--- src/rtl/arb_pkg.sv ---
// Shared types and default widths for the round-robin memory arbiter.
package arb_pkg;

    typedef enum logic [1:0] {
        IDLE = 2'd0,
        BUSY = 2'd1,
        DONE = 2'd2
    } arb_state_e;

    localparam int ADDR_W = 32;
    localparam int DATA_W = 128;

    // A single-port arbiter still carries a 1-bit pointer.
    function automatic int ptr_w(input int n);
        return (n > 1) ? $clog2(n) : 1;
    endfunction

endpackage

--- src/rtl/rr_grant_sel.sv ---
// Rotate-priority picker: first requester at or after rr_ptr, wrapping modulo N_PORTS.
// Purely combinational, zero latency; no backpressure.
module rr_grant_sel #(
    parameter int N_PORTS = 2,
    parameter int PTR_W   = 1
) (
    input  logic [N_PORTS-1:0] req,
    input  logic [PTR_W-1:0]   rr_ptr,
    output logic [PTR_W-1:0]   grant_idx,
    output logic               any_req
);

    int              j;
    logic [PTR_W-1:0] idx;

    // Scan from farthest to nearest so the nearest requester wins.
    always_comb begin
        grant_idx = '0;
        any_req   = 1'b0;
        j         = 0;
        idx       = '0;
        for (int i = N_PORTS - 1; i >= 0; i--) begin
            j = int'(rr_ptr) + i;
            if (j >= N_PORTS) j = j - N_PORTS;
            idx = PTR_W'(j);
            if (req[idx]) begin
                grant_idx = idx;
                any_req   = 1'b1;
            end
        end
    end

endmodule

--- src/rtl/mem_arbiter_rr.sv ---
// N-port round-robin arbiter onto one memory port; req->mem_enable 1 cycle, mem_ack->ack 1 cycle.
// Clients hold req until their ack pulse; BUSY waits on mem_ack (bounded when ARB_TIMEOUT_EN is defined).
module mem_arbiter_rr #(
    parameter int N_PORTS        = 2,
    parameter int ADDR_W         = arb_pkg::ADDR_W,
    parameter int DATA_W         = arb_pkg::DATA_W,
    parameter int TIMEOUT_CYCLES = 255
) (
    input  logic                      clk,
    input  logic                      reset,
    input  logic [N_PORTS-1:0]        req,
    input  logic [N_PORTS-1:0]        rw,
    input  logic [N_PORTS*ADDR_W-1:0] addr,
    input  logic [N_PORTS*DATA_W-1:0] wdata,
    output logic [N_PORTS-1:0]        ack,
    output logic [DATA_W-1:0]         rdata,
    output logic                      mem_enable,
    output logic                      mem_rw,
    output logic [ADDR_W-1:0]         mem_addr,
    output logic [DATA_W-1:0]         mem_data_in,
    input  logic                      mem_ack,
    input  logic [DATA_W-1:0]         mem_data_out
`ifdef ARB_TIMEOUT_EN
    ,
    output logic                      err
`endif
);

    import arb_pkg::*;

    localparam int PTR_W = ptr_w(N_PORTS);

    if (N_PORTS < 1 || TIMEOUT_CYCLES < 1) begin : g_bad_cfg
        $error("mem_arbiter_rr: N_PORTS and TIMEOUT_CYCLES must be >= 1");
    end

    arb_state_e         state_q, state_d;
    logic [PTR_W-1:0]   rr_ptr_q, rr_ptr_d;
    logic [PTR_W-1:0]   grant_idx_q, grant_idx_d;
    logic [N_PORTS-1:0] ack_q, ack_d;
    logic [DATA_W-1:0]  rdata_q, rdata_d;
    logic               mem_enable_q, mem_enable_d;
    logic               mem_rw_q, mem_rw_d;
    logic [ADDR_W-1:0]  mem_addr_q, mem_addr_d;
    logic [DATA_W-1:0]  mem_data_in_q, mem_data_in_d;

    logic [PTR_W-1:0]   sel_idx;
    logic               any_req;

`ifdef ARB_TIMEOUT_EN
    localparam int CNT_W = $clog2(TIMEOUT_CYCLES + 1);
    logic [CNT_W-1:0]   cnt_q, cnt_d;
    logic               err_q, err_d;
`endif

    rr_grant_sel #(
        .N_PORTS (N_PORTS),
        .PTR_W   (PTR_W)
    ) u_sel (
        .req       (req),
        .rr_ptr    (rr_ptr_q),
        .grant_idx (sel_idx),
        .any_req   (any_req)
    );

    always_comb begin
        state_d       = state_q;
        rr_ptr_d      = rr_ptr_q;
        grant_idx_d   = grant_idx_q;
        ack_d         = ack_q;
        rdata_d       = rdata_q;
        mem_enable_d  = mem_enable_q;
        mem_rw_d      = mem_rw_q;
        mem_addr_d    = mem_addr_q;
        mem_data_in_d = mem_data_in_q;
`ifdef ARB_TIMEOUT_EN
        cnt_d         = cnt_q;
        err_d         = err_q;
`endif
        unique case (state_q)
            IDLE: begin
                mem_enable_d = 1'b0;
                if (any_req) begin
                    grant_idx_d   = sel_idx;
                    mem_rw_d      = rw[sel_idx];
                    mem_addr_d    = addr[sel_idx*ADDR_W +: ADDR_W];
                    mem_data_in_d = wdata[sel_idx*DATA_W +: DATA_W];
                    mem_enable_d  = 1'b1;
                    state_d       = BUSY;
`ifdef ARB_TIMEOUT_EN
                    cnt_d         = '0;
`endif
                end
            end
            BUSY: begin
                if (mem_ack) begin
                    mem_enable_d         = 1'b0;
                    if (!mem_rw_q) rdata_d = mem_data_out;
                    ack_d                = '0;
                    ack_d[grant_idx_q]   = 1'b1;
                    state_d              = DONE;
`ifdef ARB_TIMEOUT_EN
                    err_d                = 1'b0;
                end else if (cnt_q == CNT_W'(TIMEOUT_CYCLES - 1)) begin
                    // Give up on memory: complete the client with err, rdata untouched.
                    mem_enable_d         = 1'b0;
                    ack_d                = '0;
                    ack_d[grant_idx_q]   = 1'b1;
                    err_d                = 1'b1;
                    state_d              = DONE;
                end else begin
                    cnt_d                = cnt_q + 1'b1;
`endif
                end
            end
            DONE: begin
                ack_d    = '0;
                rr_ptr_d = (grant_idx_q == PTR_W'(N_PORTS - 1)) ? '0 : grant_idx_q + 1'b1;
                state_d  = IDLE;
`ifdef ARB_TIMEOUT_EN
                err_d    = 1'b0;
`endif
            end
            default: state_d = IDLE;
        endcase
    end

    always_ff @(posedge clk) begin
        if (reset) begin
            state_q       <= IDLE;
            rr_ptr_q      <= '0;
            grant_idx_q   <= '0;
            ack_q         <= '0;
            rdata_q       <= '0;
            mem_enable_q  <= 1'b0;
            mem_rw_q      <= 1'b0;
            mem_addr_q    <= '0;
            mem_data_in_q <= '0;
`ifdef ARB_TIMEOUT_EN
            cnt_q         <= '0;
            err_q         <= 1'b0;
`endif
        end else begin
            state_q       <= state_d;
            rr_ptr_q      <= rr_ptr_d;
            grant_idx_q   <= grant_idx_d;
            ack_q         <= ack_d;
            rdata_q       <= rdata_d;
            mem_enable_q  <= mem_enable_d;
            mem_rw_q      <= mem_rw_d;
            mem_addr_q    <= mem_addr_d;
            mem_data_in_q <= mem_data_in_d;
`ifdef ARB_TIMEOUT_EN
            cnt_q         <= cnt_d;
            err_q         <= err_d;
`endif
        end
    end

    assign ack         = ack_q;
    assign rdata       = rdata_q;
    assign mem_enable  = mem_enable_q;
    assign mem_rw      = mem_rw_q;
    assign mem_addr    = mem_addr_q;
    assign mem_data_in = mem_data_in_q;
`ifdef ARB_TIMEOUT_EN
    assign err         = err_q;
`endif

endmodule

--- config.mk ---
export PLATFORM = sky130hd
export DESIGN_NAME = mem_arbiter_rr
export DESIGN_NICKNAME = d
export VERILOG_FILES = /design/src/rtl/arb_pkg.sv /design/src/rtl/rr_grant_sel.sv /design/src/rtl/mem_arbiter_rr.sv
export SDC_FILE = /design/constraint.sdc
export NUM_CORES = 1
export LEC_CHECK = 0
export BUFFER_PORTS_ARGS = -buffer_cell sky130_fd_sc_hd__buf_2
export CAP_MARGIN = 10
export CORE_AREA = 5 5 290 292
export DETAILED_ROUTE_END_ITERATION = 7
export DIE_AREA = 0 0 295 297
export GPL_ROUTABILITY_DRIVEN = 0
export HOLD_SLACK_MARGIN = 0.03
export PLACE_DENSITY_LB_ADDON = 0.1
export SLEW_MARGIN = 20
export SYNTH_ARGS = -nofsm -noshare
export SYNTH_HDL_FRONTEND = slang
export SYNTH_SLANG_ARGS = --single-unit
--- constraint.sdc ---
create_clock -name clk -period 2.6 [get_ports clk]
set_input_delay 0.52 -clock clk [delete_from_list [all_inputs] [get_ports clk]]
set_output_delay 0.52 -clock clk [all_outputs]
set_load 0.03 [all_outputs]
* Yosys cells after proc, flatten, opt, wreduce, memory -nomap -nowiden
Index checks and enable logic that the tools add are counted.
** Operators by class
- Add/subtract/negate cells :: 4
- Order comparisons :: 7
- Equality and inequality tests :: 4
- Shifts and indexed selects :: 2
- Mux-type cells :: 23
- Bitwise gates (word level) :: 1
- Reduce and logical (&&, ||, !) cells :: 9
** Operators by type and width (count)
- 256-bit by 9-bit variable part select with 128-bit output :: 1
- 64-bit by 7-bit variable part select with 32-bit output :: 1
- 1-bit two-way mux :: 16
- 1-bit by 2-bit < comparator with 1-bit output, second input constant :: 4
- 2-bit one-hot mux with 2 select lines :: 2
- 2-bit AND reduction :: 4
- 2-bit two-way mux :: 3
- 2-bit inequality test, second input constant :: 2
- 2-bit nonzero test :: 2
- 3-bit AND reduction :: 1
- 1-bit by 1-bit adder with 2-bit output, second input constant :: 1
- 2-bit by 1-bit == test with 1-bit output, second input constant :: 1
- 2-bit == test, second input constant :: 1
- 1-bit by 2-bit greater-or-equal comparator with 1-bit output, second input constant :: 1
- 2-bit greater-or-equal comparator, second input constant :: 1
- 2-bit logical NOT :: 1
- 1-bit one-hot mux with 2 select lines :: 1
- 1-bit subtractor, second input constant :: 2
- 1-bit adder, second input constant :: 1
- 1-bit demux with 1-bit select :: 1
- 1-bit greater-or-equal comparator, second input constant :: 1
- 1-bit logical AND :: 1
- 1-bit NOT :: 1
** Word-level totals
- Register bits after elaboration :: 296
- Input port bits :: 455
- Logic and storage cells :: 59

* Longest topological paths before layout
- Depth in word-level cells :: 9
- Depth in mapped cells :: 6

* Hierarchy
A second synthesis with hierarchy kept.
** Second synthesis, totals
- Cells, all modules :: 1309
- Area total of the unflattened synthesis :: 12298.0 um2
** By module, submodules not included
- mem_arbiter_rr :: instances 1, cells each 1306, area each 12280.5 um2
- rr_grant_sel :: instances 1, cells each 3, area each 17.5 um2

* Worst setup path after synthesis
No wires, ideal clock.
- Path kind :: input to register
- From :: input req[0]
- To :: register mem_data_in_q[112] (netlist: mem_data_in[112])
- Data arrival time :: 1380 ps
- Required time :: 2461 ps
- Path slack :: 1081 ps
- Stages :: 6
- Buffers on the path :: 3
- Path through :: or2_1 -> buf_2 -> buf_6 -> buf_2 -> a21oi_1 -> a311oi_2
** Between the ends
- Cells in the longest elaborated chain, start to end :: 5
- Elaborated cells on any way between the ends :: 10
** Ends and longest elaborated chain
- start, declared :: RTL line mem_arbiter_rr.sv:11 : input logic [N_PORTS-1:0] req,
- 1-bit two-way mux (implied by the code) (2 in a row) :: RTL line rr_grant_sel.sv:26 : if (req[idx]) begin
- 1-bit two-way mux (2 in a row) :: RTL line rr_grant_sel.sv:26
- 256-bit by 9-bit variable part select with 128-bit output or 2-bit AND reduction (tied branches)
- end signal, assigned :: RTL line mem_arbiter_rr.sv:152 : mem_data_in_q <= mem_data_in_d;
- end, declared :: RTL line mem_arbiter_rr.sv:45 : logic [DATA_W-1:0] mem_data_in_q, mem_data_in_d;
Several ways; a longest one is shown, not always the timed one. The select of a mux whose other input is x is not followed.
A chain may end at the register's enable or synchronous reset.

* Worst setup path after layout
- From :: register state_q[1]
- To :: register mem_data_in_q[44] (netlist: mem_data_in[44])
** Between the ends
- Cells in the longest elaborated chain, start to end :: 2
** Ends and longest elaborated chain
- start, declared :: RTL line mem_arbiter_rr.sv:37 : arb_state_e state_q, state_d;
- start signal, assigned :: RTL line mem_arbiter_rr.sv:144 : state_q <= state_d;
- 2-bit logical NOT :: RTL line mem_arbiter_rr.sv:80 : unique case (state_q)
- 2-bit AND reduction (no line)
Every way passes these cells.

==> reports/results.ini <==
[timing]
post-route-period-util=0.866
drv_slew=0
setup_tns_ps=0
achievable-frequency_ghz=0.444
slew-limit-headroom=0.0697
period_minus_slack_ps=2250
fin_skew_ps=20.1
tightestPinTransition_ps=1400
setup_viols_final=0
finalHoldViolCount=0
grt_setup_unrepaired=no

[power]
ir_drop_v=0.000265
cellPowerDensity_nw_per_um2=732
leakage_uw=0.00786
finalPower_uw=13700

[worst_setup_path]
crit_path_cell_trace=or2_1 > nor2_4 > buf_12 > a311oi_1
crit_path_max_fanout=161
worst-path-buf-inv=1
critical_path.top_delay_family=simple AND/OR/NAND/NOR gates
endpoint_kind=flop
critPathSlowestCell=sky130_fd_sc_hd__dfxtp_1
worst_path_largest_cell_delay_ps=420
cp_data_arrival_time_ps=2590
crit_required_ps=2940
critical_path.startpoint_type=flop
criticalPathCategory=reg2reg

[synth]
library_cell_with_the_largest_summed_area_after_synthesis=sky130_fd_sc_hd__dfxtp_1
post_synth_main_area_contributors=sky130_fd_sc_hd__dfxtp_1 47%, sky130_fd_sc_hd__a21oi_1 12%, sky130_fd_sc_hd__a311oi_1 10%
post_synth_instance_area_sq_um=12600
synthCells=1543
ys_ff_latch=296
synth_fp_nets=1998
netlist-cell-type-count=27
syn_avg_cell_area_sq_um=8.14
synth.yosys.seq_area_share=0.472
yosys_warnings=0
synthDominantCellAreaShare=0.472

[outcome]
run_status=completed

[grt]
maximum_number_of_pins_on_one_net_before_global_route_repair=162
number_of_global_route_vias_before_repair=14900
grt_overflow=0
wire_length_of_the_first_global_routing_pass_um=101000
grt_usage=0.149
antenna_violations_before_repair=37

[detailed_routing]
drt-initial-drc-count=591
top_layer_used=met5
routed_length_on_met2_um=34900
totalWireLength_um=70100
met1_length_um=26300
drt_pre_antenna_iters=5
vias_per_cell=4.44
met3RoutedLength_um=6280
routedWlPerCell_um=21.1
detail-route-antenna-nets=0
drc=0
number_of_vias_after_detailed_routing=14700

[floorplan]
core.rowCount=105
die-area_sq_um=87600
initial_standard_cell_utilization_of_the_core=0.154
die_y_um=297
num_io_pins=747
floorplan.die.width_um=295
placeableCoreArea_sq_um=81300

[final_layout]
ff_latch_area_sq_um=5930
fin_nets=2645
area_growth_syn_to_layout_pct=49.1
multiInputGateArea_sq_um=5730
drive_above_1_share=0.390
n_fill_cell=9153

[place]
detailed_place_hpwl_um=49300
io_buffer_count=746

[cts]
cts_tree=built
cts_hold_buffers_added=0
cts-resized-gates=0
worst_setup_hold_path_clk_slew_ps=60
cts.htree.levels=2
cts_inserted_buffers=40
clock_latency_ps=550
cts.sink_count=296
cts-root-buf=sky130_fd_sc_hd__clkbuf_16
max-clock-path-buffers=3
cts_post_setup_buffers_inserted=0

[hold_path]
hold_path_class=in2reg

[run]
max_cap_violations=0

-- layout by cell type, fill, tap and decap left out, types with 24 or more instances in the layout --
| master | synthesis | final |
|---|---|---|
| sky130_fd_sc_hd__nand3_1 | 163 | 163 |
| sky130_fd_sc_hd__clkbuf_16 | 0 | 41 |
| sky130_fd_sc_hd__diode_2 | 0 | 31 |
| sky130_fd_sc_hd__buf_2 | 67 | 744 |
| sky130_fd_sc_hd__a21oi_1 | 295 | 295 |
| sky130_fd_sc_hd__o21ai_0 | 154 | 154 |
| sky130_fd_sc_hd__dfxtp_1 | 296 | 296 |
| sky130_fd_sc_hd__nand2_1 | 260 | 260 |
| sky130_fd_sc_hd__a311oi_1 | 150 | 150 |
| sky130_fd_sc_hd__buf_12 | 0 | 24 |
-- metal layers --
metal  GRT usage  vias up
li1            -     6967
met1       0.167     7006
met2       0.256      598
met3      0.0516      123
met4      0.0607       20
met5           0        -
-- tightest hold or removal path: cells and delay by family --
family	cells	cell delay [ps]
buffers and inverters	1	90
AND/OR/NAND/NOR	1	50
AO/OA/AOI/OAI	1	50
-- Yosys cell counts --
cell	number
sky130_fd_sc_hd__dfxtp_1	296
sky130_fd_sc_hd__a21oi_1	295
sky130_fd_sc_hd__nand2_1	260
sky130_fd_sc_hd__nand3_1	163
sky130_fd_sc_hd__o21ai_0	154
sky130_fd_sc_hd__a311oi_1	150
sky130_fd_sc_hd__clkbuf_1	73
sky130_fd_sc_hd__buf_2	67
sky130_fd_sc_hd__buf_4	34
sky130_fd_sc_hd__a311oi_2	11
sky130_fd_sc_hd__o21ai_1	10
sky130_fd_sc_hd__buf_1	9
sky130_fd_sc_hd__buf_6	3
sky130_fd_sc_hd__a31oi_1	2
sky130_fd_sc_hd__nor2b_1	2
sky130_fd_sc_hd__nor4bb_1	2
sky130_fd_sc_hd__or2_1	2
sky130_fd_sc_hd__and4bb_2	1
sky130_fd_sc_hd__inv_1	1
sky130_fd_sc_hd__inv_2	1
sky130_fd_sc_hd__nand2b_1	1
sky130_fd_sc_hd__nand4_1	1
sky130_fd_sc_hd__nand4bb_1	1
sky130_fd_sc_hd__nor2_1	1
sky130_fd_sc_hd__nor2_2	1
sky130_fd_sc_hd__nor2_4	1
sky130_fd_sc_hd__or3_1	1
-- per-stage QoR --
step           area, sq um  cells  hold WS, ps  utilization  setup WS (ps)
2_1_floorplan        12600   1543          462            -           1080
3_3_place_gp         17400   3218          439        0.214            474
3_5_place_dp         17400   3218          444        0.214            468
4_1_cts              18600   3285          141        0.229            551
5_1_grt              18700   3308          170        0.230            345
6_report             18700   3316          202        0.230            349
-- cells by family after synthesis --
logic type / synth area share
compound gates: 0.302
buf+inv: 0.0748
flops: 0.472
simple gates: 0.151
-- worst paths after layout --
kind | from | slack, ps | cells past startpoint | endpoint
setup / recovery | state_q[1] | 350 | 4 | mem_data_in[44]
hold / removal | mem_data_out[102] | 200 | 3 | rdata[102]
setup reg to reg | state_q[1] | 350 | 4 | mem_data_in[44]
hold reg to reg | rdata[52] | 450 | 2 | rdata[52]
-- flip-flops by register name (all words and copies together), names as in the netlist --
name	cells
mem_data_in	128
state_q	2
mem_rw	1
ack	2
rdata	128
rr_ptr_q	1
mem_enable	1
mem_addr	32
grant_idx_q	1
-- final cells by class --
cell class,instances,share of cell area
sequential,296,0.316
tap,1070,0.0715
multi-input combinational,1059,0.306
antenna,31,0.00414
timing repair buffer,791,0.234
inverter,2,0.000535
clock inverter,4,0.00281
clock buffer,63,0.0640
-- where the power goes --
group | leakage [uW] | switching (uW) | internal [uW]
Clock | 0.000613 | 2180 | 3240
Combinational | 0.00482 | 2130 | 1020
Sequential | 0.00243 | 206 | 4930
Power figures use the tool's default switching activity.
